--- config.mk ---
export PLATFORM = sky130hd
export DESIGN_NAME = timer_sequencer_flat
export DESIGN_NICKNAME = d
export VERILOG_FILES = /design/src/rtl/timer_sequencer_if.sv /design/src/rtl/timer_sequencer.sv /design/src/flat_wrapper.sv
export SDC_FILE = /design/constraint.sdc
export NUM_CORES = 1
export LEC_CHECK = 0
export CAP_MARGIN = 0
export CORE_MARGIN = 1
export CORE_UTILIZATION = 54
export DETAILED_ROUTE_END_ITERATION = 7
export PLACE_DENSITY = 0.87
export SYNTH_ARGS = -nofsm -noshare
export SYNTH_HDL_FRONTEND = slang
export SYNTH_SLANG_ARGS = --single-unit
export TNS_END_PERCENT = 10
--- constraint.sdc ---
create_clock -name clk -period 2.4 [get_ports clk]
set_input_delay 0.24 -clock clk [delete_from_list [all_inputs] [get_ports clk]]
set_output_delay 0.24 -clock clk [all_outputs]
set_load 0.05 [all_outputs]
--- src/rtl/timer_sequencer_if.sv ---
// Configuration, control and strobe bundle between a register/CPU master and
// the timer_sequencer datapath.
interface timer_sequencer_if #(
  parameter int WIDTH  = 16,
  parameter int PWIDTH = 8,
  parameter int CWIDTH = 8
);
  logic              cfg_vld;
  logic              cfg_rdy;
  logic [PWIDTH-1:0] cfg_pre;
  logic [WIDTH-1:0]  cfg_max;
  logic [CWIDTH-1:0] cfg_rep;
  logic              start;
  logic              stop;
  logic              busy;
  logic              tck;
  logic [WIDTH-1:0]  cnt;
  logic              pls;
  logic              done;
  logic              irq;
  logic              irq_clr;

  modport master (
    output cfg_vld, cfg_pre, cfg_max, cfg_rep, start, stop, irq_clr,
    input  cfg_rdy, busy, tck, cnt, pls, done, irq
  );

  modport slave (
    input  cfg_vld, cfg_pre, cfg_max, cfg_rep, start, stop, irq_clr,
    output cfg_rdy, busy, tck, cnt, pls, done, irq
  );
endinterface

--- src/rtl/timer_sequencer.sv ---
// Prescaler plus wrap-on-max period counter, run as one-shot / N-repeat /
// free-running sessions by an IDLE/RUN FSM, with a sticky completion interrupt.
module timer_sequencer #(
  parameter int WIDTH  = 16,
  parameter int PWIDTH = 8,
  parameter int CWIDTH = 8
) (
  input  logic               clk,
  input  logic               rst_n,
  timer_sequencer_if.slave   tif
);

  typedef enum logic {
    S_IDLE = 1'b0,
    S_RUN  = 1'b1
  } state_e;

  state_e            state_q, state_d;
  logic [PWIDTH-1:0] pre_q, pre_d;
  logic [WIDTH-1:0]  max_q, max_d;
  logic [CWIDTH-1:0] rep_q, rep_d;
  logic [PWIDTH-1:0] pcnt_q, pcnt_d;
  logic [WIDTH-1:0]  cnt_q, cnt_d;
  logic [CWIDTH-1:0] rcnt_q, rcnt_d;
  logic              irq_q, irq_d;

  logic run;
  logic cfg_acc;
  logic tck;
  logic pls;
  logic last;
  logic done;

  // Strobes come straight from registered state so they are glitch-free
  // single-cycle pulses aligned with the counter values they describe.
  assign run     = (state_q == S_RUN);
  assign cfg_acc = tif.cfg_vld & ~run;
  assign tck     = run & (pcnt_q == pre_q);
  assign pls     = tck & (cnt_q == max_q);
  assign last    = (rep_q != '0) & (rcnt_q == rep_q - CWIDTH'(1));
  assign done    = pls & last;

  assign tif.cfg_rdy = ~run;
  assign tif.busy    = run;
  assign tif.tck     = tck;
  assign tif.cnt     = cnt_q;
  assign tif.pls     = pls;
  assign tif.done    = done;
  assign tif.irq     = irq_q;

  always_comb begin
    // NOTE: every next-state signal gets a default before any branch so no
    // path leaves it unassigned, which would otherwise infer a latch.
    state_d = state_q;
    pre_d   = pre_q;
    max_d   = max_q;
    rep_d   = rep_q;
    pcnt_d  = pcnt_q;
    cnt_d   = cnt_q;
    rcnt_d  = rcnt_q;
    irq_d   = irq_q;

    // Loading here lets a cfg_vld coinciding with start govern that session.
    if (cfg_acc) begin
      pre_d = tif.cfg_pre;
      max_d = tif.cfg_max;
      rep_d = tif.cfg_rep;
    end

    unique case (state_q)
      S_IDLE: begin
        if (tif.start) begin
          state_d = S_RUN;
          pcnt_d  = '0;
          cnt_d   = '0;
          rcnt_d  = '0;
        end
      end
      S_RUN: begin
        if (done || tif.stop) begin
          state_d = S_IDLE;
          pcnt_d  = '0;
          cnt_d   = '0;
          rcnt_d  = '0;
        end else if (tif.start) begin
          pcnt_d = '0;
          cnt_d  = '0;
          rcnt_d = '0;
        end else begin
          pcnt_d = tck ? '0 : pcnt_q + PWIDTH'(1);
          if (tck) cnt_d = pls ? '0 : cnt_q + WIDTH'(1);
          if (pls) rcnt_d = rcnt_q + CWIDTH'(1);
        end
      end
      default: state_d = S_IDLE;
    endcase

    // Completion beats a simultaneous clear so an interrupt is never lost.
    if (done)             irq_d = 1'b1;
    else if (tif.irq_clr) irq_d = 1'b0;
  end

  // NOTE: state updates use non-blocking assignments so every register samples
  // the same pre-edge values regardless of statement order.
  always_ff @(posedge clk or negedge rst_n) begin
    if (!rst_n) begin
      state_q <= S_IDLE;
      pre_q   <= '0;
      max_q   <= '0;
      rep_q   <= '0;
      pcnt_q  <= '0;
      cnt_q   <= '0;
      rcnt_q  <= '0;
      irq_q   <= 1'b0;
    end else begin
      state_q <= state_d;
      pre_q   <= pre_d;
      max_q   <= max_d;
      rep_q   <= rep_d;
      pcnt_q  <= pcnt_d;
      cnt_q   <= cnt_d;
      rcnt_q  <= rcnt_d;
      irq_q   <= irq_d;
    end
  end

endmodule

--- src/flat_wrapper.sv ---
// flat-port wrapper written by rule: the top's interface ports become plain ports
module timer_sequencer_flat 
#(
  parameter int WIDTH  = 16,
  parameter int PWIDTH = 8,
  parameter int CWIDTH = 8
)
  (clk, rst_n, tif_cfg_vld, tif_cfg_pre, tif_cfg_max, tif_cfg_rep, tif_start, tif_stop, tif_irq_clr, tif_cfg_rdy, tif_busy, tif_tck, tif_cnt, tif_pls, tif_done, tif_irq);
  timer_sequencer_if #(.WIDTH(WIDTH), .PWIDTH(PWIDTH), .CWIDTH(CWIDTH)) tif_i ();
  input  logic clk;
  input  logic rst_n;
  input wire logic [$bits(tif_i.cfg_vld)-1:0] tif_cfg_vld;
  input wire logic [$bits(tif_i.cfg_pre)-1:0] tif_cfg_pre;
  input wire logic [$bits(tif_i.cfg_max)-1:0] tif_cfg_max;
  input wire logic [$bits(tif_i.cfg_rep)-1:0] tif_cfg_rep;
  input wire logic [$bits(tif_i.start)-1:0] tif_start;
  input wire logic [$bits(tif_i.stop)-1:0] tif_stop;
  input wire logic [$bits(tif_i.irq_clr)-1:0] tif_irq_clr;
  output wire logic [$bits(tif_i.cfg_rdy)-1:0] tif_cfg_rdy;
  output wire logic [$bits(tif_i.busy)-1:0] tif_busy;
  output wire logic [$bits(tif_i.tck)-1:0] tif_tck;
  output wire logic [$bits(tif_i.cnt)-1:0] tif_cnt;
  output wire logic [$bits(tif_i.pls)-1:0] tif_pls;
  output wire logic [$bits(tif_i.done)-1:0] tif_done;
  output wire logic [$bits(tif_i.irq)-1:0] tif_irq;
  assign tif_i.cfg_vld = tif_cfg_vld;
  assign tif_i.cfg_pre = tif_cfg_pre;
  assign tif_i.cfg_max = tif_cfg_max;
  assign tif_i.cfg_rep = tif_cfg_rep;
  assign tif_i.start = tif_start;
  assign tif_i.stop = tif_stop;
  assign tif_i.irq_clr = tif_irq_clr;
  assign tif_cfg_rdy = tif_i.cfg_rdy;
  assign tif_busy = tif_i.busy;
  assign tif_tck = tif_i.tck;
  assign tif_cnt = tif_i.cnt;
  assign tif_pls = tif_i.pls;
  assign tif_done = tif_i.done;
  assign tif_irq = tif_i.irq;
  timer_sequencer #(.WIDTH(WIDTH), .PWIDTH(PWIDTH), .CWIDTH(CWIDTH)) u_core (.clk(clk), .rst_n(rst_n), .tif(tif_i));
endmodule
=== Yosys cells after proc, flatten, opt, wreduce, memory -nomap -nowiden ===
Index checks and enable logic that the tools add are counted.

* Flip-flop bits (word level): 66
* Bits of input ports: 38
* Output and inout port bits: 22
* Logic and storage cells: 49

* $add $sub $neg: 4
* Equality and inequality tests: 6
* Muxes and demuxes: 20
* Bitwise logic cells: 6
* Reduce and logical (&&, ||, !) cells: 5

{| class="wikitable"
|+ Operator list
! operator !! count
|-
| $mux W16 || 5
|-
| $mux W8 || 7
|-
| $pmux W16 S2 || 1
|-
| $pmux W8 S2 || 2
|-
| $add A16 B1 Y16 const B || 1
|-
| $add A8 B1 Y8 const B || 2
|-
| $eq A16 B16 Y1 || 1
|-
| $eq A8 B8 Y1 || 2
|-
| $ne A4 B4 Y1 const B || 2
|-
| $reduce_bool A8 Y1 || 1
|-
| $sub A8 B1 Y8 const B || 1
|-
| $and A1 B1 Y1 || 5
|-
| $mux W1 || 4
|-
| $reduce_and A2 Y1 || 2
|-
| $ne A2 B2 Y1 const B || 1
|-
| $pmux W1 S2 || 1
|-
| $reduce_bool A2 Y1 || 1
|-
| $logic_or A1 B1 Y1 || 1
|-
| $not A1 Y1 || 1
|}

=== Depth between registers and ports, before layout ===
Gate-level depths: netlist of run 1.

* Word-level depth: 8
* Mapped depth: 9
* Depth with buffers taken out: 9

=== Worst setup path after synthesis of run 1 ===
No wires, ideal clock.

* Path type: register -> register
* Start: reg u_core.state_q, in the netlist u_core.tif.busy
* End: reg u_core.rcnt_q[7]
* Library setup time: 0.136 ns
* Arrival time: 3.599 ns
* Setup slack: -1.335 ns
* Cell stages (with the launch flop): 8
* Period minus slack after synthesis: 3.735 ns
* Cells stage by stage: dfrtp_1 -> inv_1 -> nor3_1 -> nand2_1 -> clkinv_1 -> nand2_1 -> a32oi_1 -> nor2_1

* Elaborated cells on any way between the ends: 10
* Those cells by class: eq/ne: 2; mux: 2; bitwise: 4; reduce/logical: 2

{| class="wikitable"
|+ RTL lines
! what !! RTL line !! source
|-
| start, declared || timer_sequencer.sv:18 || <nowiki>state_e state_q, state_d;</nowiki>
|-
| start signal, assigned || timer_sequencer.sv:116 || <nowiki>state_q <= state_d;</nowiki>
|-
| $not A1 Y1 * || -- ||
|-
| net tif_cfg_rdy || flat_wrapper.sv:19 || <nowiki>output wire logic [$bits(tif_i.cfg_rdy)-1:0] tif_cfg_rdy;</nowiki>
|-
| $ne A2 B2 Y1 (no line) || -- ||
|-
| $reduce_and A2 Y1 (no line) || -- ||
|-
| end signal, assigned || timer_sequencer.sv:122 || <nowiki>rcnt_q <= rcnt_d;</nowiki>
|-
| end, declared || timer_sequencer.sv:24 || <nowiki>logic [CWIDTH-1:0] rcnt_q, rcnt_d;</nowiki>
|}

Mark *: on every way through the listed nets, which the timed path passes. The rest lies on a longest branch.
A chain may end at the register's enable or synchronous reset.

=== Worst setup path after layout of run 1 ===
* Start: reg u_core.rep_q[2]
* End: out tif_done

* Cells in the longest elaborated chain, start to end: 4
* Elaborated cells on any way between the ends: 5
* Those cells by class: add/sub: 1; eq/ne: 1; bitwise: 2; reduce/logical: 1

{| class="wikitable"
|+ RTL lines
! what !! RTL line !! source
|-
| start, declared || timer_sequencer.sv:21 || <nowiki>logic [CWIDTH-1:0] rep_q, rep_d;</nowiki>
|-
| start signal, assigned || timer_sequencer.sv:119 || <nowiki>rep_q <= rep_d;</nowiki>
|-
| $sub A8 B1 Y8 || timer_sequencer.sv:40 || <nowiki>assign last = (rep_q != '0) & (rcnt_q == rep_q - CWIDTH'(1));</nowiki>
|-
| $eq A8 B8 Y1 || timer_sequencer.sv:40 ||
|-
| $and A1 B1 Y1 * || timer_sequencer.sv:40 ||
|-
| $and A1 B1 Y1 * || timer_sequencer.sv:41 || <nowiki>assign done = pls & last;</nowiki>
|-
| end, declared || flat_wrapper.sv:24 || <nowiki>output wire logic [$bits(tif_i.done)-1:0] tif_done;</nowiki>
|}

Every way passes the cells marked *; elsewhere a longest branch is shown, timed or not.

==> impl_results.md, run 1 <==
- Outcome: finished with violations
- Failing checks: design-rule violations, negative setup slack
- Vias in the first global route: 3,091
- Critical path class: reg2out
- Yosys warning count: 0
- Slowest-stage cell, CP: dfrtp_2
- Startpoint Class: register
- Remaining antenna violation count after routing: 0
- GRT Total Usage: around a quarter
- DR vias: roughly 3,100
- Via density: 5.864
- Synthesis-stage register bit count: 66
- Part of the power in registers: a little over two fifths
- RSZ-0062 raised after global routing: true
- Register area share after synthesis: a little under half
- WL final: between 8000 and 9000 µm
- Critical path required time: between 2000 and 2500 ps
- Dpl hpwl: around 5800 µm
- Worst Skew: between 8 and 9 ps
- Grt total ovfl: 0
- DRC viols: 2
- Max stage delay on crit path: between 400 and 500 ps
- R2R cell count: 7
- Final hold vios: 0
- Post-Syn Nets: 407
- Layout area overhead: 30.31%
- Core Rows: 29
- Power share of the clock group: ~33%
- Slew Limit Fails: 0
- Main synth FF type: dfrtp_1
- Finished Core Util: between 70% and 80%
- Worst R2R Setup Slack: between 150 and 200 ps
- Number of diodes: 0
- Max-cap viol count: 0
- Synth Area in Simple Gates: between 10% and 20%
- Final worst slack: -56.03 ps
- Mux cell area share after synthesis: between 9 and 10%
- Most frequent cells in the layout: 55 x clkdlybuf4s50_1, 55 x dfrtp_1, 32 x nand2_1
- Hold Path End: u_core.tif.irq
- Relative slew margins: 50.69%
- Pre-CTS setup slack: ~160 ps
- Crit. End Element: output pin
- Largest family of logic cells by synthesized area: simple AND/OR/NAND/NOR gates
- CTS buffer count: 9
- Insertion delay to the later sink of the worst-skew pair: about 340 ps
- FF-to-FF Start: u_core.pcnt_q[0]
- # H-tree levels: 3
- Cells after Synth: 364
- Hold_sp: tif_irq_clr
- Final TNS setup: -56.03 ps
- Final net count: about 480
- Pwr Total: ~0.0031 W
- Hold Path Cell Cnt: 2
- Layout cell share with drive strength beyond 1: approximately 22%
- Synthesized area: 3650 µm²
- Core Region: 6422 µm²
- Internal power: 0.002269 W
- Die area: about 7100 µm²
- Number of port buffers: 59
- Largest net degree at the start of global routing: 35
- FFs w/ async S/R, synth: 100.0%
- Synth Area in XOR/XNOR: 9.359%
- Average cell area after synthesis: between 10 and 15 µm²
- NetSw: roughly 0.00087 W
- Routed length per instance: approximately 17 µm
- Clk slew on worst S/H paths: 70 ps
- Die width: 84.21 µm
- Die height: between 80 and 90 µm
- Initial Util: between 50% and 60%
- Final Setup Violations: 1
- Comb power frac: between 20% and 30%
- First-pass GRT wire length: around 15,000 µm
- First DRT Iteration DRCs: 228
- Initial antenna violation count: 0
- Post-synthesis compound-gate area fraction: 10.97%
- DRT Pass-1 Iters: 6
- Slew @ Worst Pin: around 740 ps
- Crit Path Max Fanout: 4
- Number of synthesized flops with an enable pin: 0
- Switching part of the total power: between 20% and 30%
- Adder-Cell Fraction of Synth Area: under 10%
- Cells after DPL: 499
- Netlist cell types: slightly below 50
- I/O pins: 60
- Crit path cell chain: or3_4 > or3_1 > a21o_1 > a21oi_2 > nand4_4 > nor2_4 > buf_12
- P_leak: between 1.5 and 2 nW
- Hold Path Class: in2reg
- Worst r2r dst: u_core.tif.cnt[6]
- Non-Filler Instances: 521
- Crit path DAT: 2220 ps
- CTS tree: built
- Worst vdd ir: around 0.45 mV
- Period Utilization, post-route: 102.3%
- F_max: ~0.41 GHz
- Tmin final: between 2000 and 2500 ps
- CTS Sinks: 66
- GP Congestion: between 0.8 and 0.9
- Clk Tree Root Cell: clkbuf_8
- P per Cell Area: roughly 660 nW/µm²
- Clock Path Buffers: 2
-- cell families after synthesis --
| family | after synthesis |
|---|---|
| multiplexers | 32 |
| AND/OR/NAND/NOR | 134 |
| AO/OA/AOI/OAI | 62 |
| XOR/XNOR | 39 |
| flip-flops | 66 |
| adder cells (fa/ha/maj) | 5 |
| buffers and inverters | 26 |
-- cell type report --
class | count | area [µm²]
timing repair buffer | 80 | 788.3
tap | 77 | 96.34
multi-input combinational | 272 | 1937
inverter | 11 | 47.55
fill | 437 | 1667
sequential | 66 | 1668
clock buffer | 13 | 158.9
clock inverter | 2 | 60.06
-- critical path, delay by kind of cell (launching register included) --
family / cells / cell delay, ps
compound gates: 2 / 340
buf+inv: 1 / 140
flops: 1 / 440
simple gates: 4 / 960
-- registers in the layout (all words and copies together) (netlist names) --
signal,count
u_core.tif.cnt,16
u_core.rcnt_q,8
u_core.tif.irq,1
u_core.pcnt_q,8
u_core.max_q,16
u_core.tif.busy,1
u_core.pre_q,8
u_core.rep_q,8
-- metrics by stage --
| stage | cell area (µm²) | hold WS (ps) |
|---|---|---|
| 2_1_floorplan | 3672 | -55.59 |
| 3_3_place_gp | 4424 | 338.3 |
| 3_5_place_dp | 4424 | 342.7 |
| 4_1_cts | 4725 | 471.8 |
| 5_1_grt | 4756 | 486.7 |
| 6_report | 4756 | 480.1 |
-- timing repair --
item / in CTS / in global routing
pin swaps: 5 / 4
gates resized for setup: 7 / 11
buffers inserted: 6 / 0
endpoints found under the hold margin: 28 / 0
hold buffers: 1 / 0
setup endpoints to repair: 2 / 2
-- worst max-delay path by stage --
stage	startpoint	end	slack [ps]
detailed placement	u_core.rep_q[2]	tif_done	160
CTS	u_core.rep_q[2]	tif_done	-80
finish	u_core.rep_q[2]	tif_done	-60
global route	u_core.rep_q[2]	tif_done	-150
floorplan	u_core.tif.busy	u_core.rcnt_q[7]	60
global placement	u_core.rep_q[2]	tif_done	200
-- cells in the mapped netlist (3+ instances only) --
cell type | n | area [µm²]
nor3_1 | 7 | 35.03
a21o_1 | 11 | 82.58
ha_1 | 5 | 62.56
xnor2_1 | 31 | 271.5
and3_1 | 7 | 43.79
or2_2 | 3 | 18.77
clkbuf_1 | 10 | 37.54
xor2_1 | 8 | 70.07
inv_1 | 10 | 37.54
nor2_1 | 25 | 93.84
nand2_1 | 33 | 123.9
nor3b_1 | 6 | 45.04
nor4_1 | 6 | 37.54
or3_1 | 3 | 18.77
dfrtp_1 | 66 | 1652
nand4_1 | 16 | 100.1
mux2_2 | 30 | 337.8
nor2b_1 | 3 | 18.77
o21ai_0 | 26 | 130.1
a21oi_1 | 9 | 45.04
nand3_1 | 13 | 65.06
-- power groups by stage --
| stage | Combinational, W | Clock, W | Sequential, W |
|---|---|---|---|
| detailed placement | 0.000656 | 0 | 0.00139 |
| CTS | 0.000709 | 0.00106 | 0.00136 |
| global placement | 0.000636 | 0 | 0.00138 |
| floorplan | 0.000471 | 0 | 0.00136 |
| global route | 0.000785 | 0.00110 | 0.00139 |
| finish | 0.000719 | 0.00104 | 0.00138 |
-- per-layer routing --
layer	track usage (%)	share of wire, %	up-vias	wire length, µm
met5	0	0	-	0
met4	11.29	2.0	0	176
met3	5.113	4.2	20	366
met2	45.31	51	89	4426
met1	32.75	42	1495	3643
li1	-	-	1451	-
No activity file was read; power rests on OpenSTA's default activity.
==> run 2: changes to the inputs <==
- CORE_MARGIN: 1 -> 2
- SLEW_MARGIN: default -> 20
==> impl_results.md, run 2 (same netlist as run 1, synthesis figures left out) <==
- Outcome: finished with violations
- Failing checks: negative setup slack
- Cells after DPL: 499 (unchanged)
- CTS tree: built
- Slew Limit Fails: 0 (unchanged)
- Worst vdd ir: 0.4660 mV (+4.2%)
- Worst Setup SP: u_core.rep_q[2]
- Die height: 86.21 µm (+2.4%)
- Relative slew margins: 65.81% (+15 points)
- Crit. End Element: output pin
- Filler cells: 451 (+3.2%)
- First-pass GRT wire length: 14,270 µm (-2.7%)
- Clock Path Buffers: 2 (unchanged)
- Largest net degree at the start of global routing: 36 (+2.9%)
- Number of diodes: 0 (unchanged)
- Crit Path Max Fanout: 3 (-1)
- Core Region: 6459 µm² (+0.56%)
- Initial Util: 56.51% (-0.32 points)
- Pre-CTS setup slack: 163.2 ps (-1.535 ps)
- Crit path DAT: 2250 ps (+30 ps)
- F_max: 0.4008 GHz (-1.6%)
- Routed length per instance: 16.30 µm (-1.4%)
- DRC viols: 0 (-2)
- CTS buffer count: 9 (unchanged)
- Final net count: 486 (+0.62%)
- Startpoint Class: register
- Vias in the first global route: 3,086 (-0.16%)
- Final worst slack: -94.93 ps (-38.90 ps)
- WL final: 8557 µm (-0.64%)
- RSZ-0062 raised after global routing: true
- Worst Skew: 14.89 ps (+6.021 ps)
- Tmin final: 2495 ps (+38.90 ps)
- Final TNS setup: -112.3 ps (-56.24 ps)
- Hold WS: 454.7 ps (-25.36 ps)
- Critical path required time: 2160 ps (about the same)
- Hold Path Class: in2async
- CTS Sinks: 66 (unchanged)
- Clk slew on worst S/H paths: 80 ps (about the same)
- First DRT Iteration DRCs: 137 (-40%)
- Initial antenna violation count: 0 (unchanged)
- Via density: 5.865 (about the same)
- Core Rows: 29 (unchanged)
- Number of port buffers: 59 (unchanged)
- Post-DP Area: 4399 µm² (-0.57%)
- Die width: 86.21 µm (+2.4%)
- Insertion delay to the later sink of the worst-skew pair: 350 ps (about the same)
- # H-tree levels: 3 (unchanged)
- Critical path class: reg2out
- P per Cell Area: 643.7 nW/µm² (-2.4%)
- GP Congestion: 0.8576 (+5.8%)
- FF-to-FF Start: u_core.rep_q[2]
- Die area: 7432 µm² (+4.8%)
- DRT Pass-1 Iters: 4 (-2)
- Design Area, Final: 4751 µm² (-0.11%)
- Slew @ Worst Pin: 511.3 ps (-228.3 ps)
- Dpl hpwl: 5763 µm (-0.79%)
- Remaining antenna violation count after routing: 0 (unchanged)
- Grt total ovfl: 0 (unchanged)
- Final hold vios: 0 (unchanged)
- Period Utilization, post-route: 104.0% (+1.6 points)
- Max-cap viol count: 0 (unchanged)
- Commonest non-fill, non-tap cell in the layout: dfrtp_1
- Final Setup Violations: 2 (+1)
- Most frequent cells in the layout: 58 x dfrtp_1, 55 x clkdlybuf4s50_1, 32 x nand2_1
- DR vias: 3,079 (+0.79%)
- Layout area overhead: 30.17%
- GRT Total Usage: 24.40% (-2.0 points)
- Layout cell share with drive strength beyond 1: 23.44% (+1.1 points)
- P_leak: 1.975 nW (-0.35%)
- Non-Filler Instances: 525 (+0.77%)
- Clk Tree Root Cell: clkbuf_8
- I/O pins: 60 (unchanged)
-- run 2: changes by cell type in the layout (fill, tap and decap cells not counted), moves of 2 or more --
cell and change:
buf_4 +5, dfrtp_1 +3, dfrtp_2 -3, buf_12 -2, clkbuf_1 -2, clkbuf_8 -2
clkinv_2 +2, clkinvlp_4 +2, inv_6 +2
-- run 2: final cells by class --
class                      count  area, µm²  area share [%]
timing repair buffer          83      785.8           16.54
multi-input combinational    272       1958           41.22
clock inverter                 7      76.32           1.607
inverter                      11      46.29          0.9745
sequential                    66       1664           35.03
tap                           77      96.34           2.028
clock buffer                   9      123.9           2.607
-- run 2: critical path, cell delays in order (launching register included) --
cell	delay, ps
dfrtp_2	420
or3_4	390
or3_4	340
a21o_1	180
a21oi_2	170
nand4_4	120
nor2_4	140
buf_12	140
-- run 2: per-layer routing --
layer | vias up | GRT usage [%] | wire, µm
li1 | 1450 | - | -
met1 | 1502 | 29.92 | 3504
met2 | 102 | 41.23 | 4376
met3 | 25 | 7.143 | 469
met4 | 0 | 8.665 | 206
met5 | - | 0 | 0
-- run 2: path summary, 6_finish.rpt --
check | end | slack [ps] | cells after the start
setup / recovery | tif_done | -90 | 7
hold / removal | u_core.rep_q[3] | 450 | 3
setup reg to reg | u_core.rcnt_q[6] | 60 | 10
hold reg to reg | u_core.max_q[3] | 530 | 1
max in group asynchronous | u_core.tif.cnt[14] | 1580 | 3
min in group clk | u_core.tif.irq | 470 | 2
-- run 2: power breakdown --
group / switching (W) / internal, W
logic: 0.000345 / 0.000385
registers: 0.000121 / 0.00124
clock network: 0.000477 / 0.000487
-- run 2: repair_timing --
action / 4_1_cts / 5_1_grt
endpoints found under the hold margin: 66 / 0
hold buffers: 1 / 0
pin swaps: 3 / 5
buffers inserted: 6 / 3
resized for setup: 9 / 9
setup endpoints to repair: 2 / 3
-- run 2: through the flow --
stage | utilization [%] | total power, W
2_1_floorplan | - | 0.001834
3_3_place_gp | 68.11 | 0.002010
3_5_place_dp | 68.11 | 0.002039
4_1_cts | 72.59 | 0.003050
5_1_grt | 73.56 | 0.003199
6_report | 73.56 | 0.003058
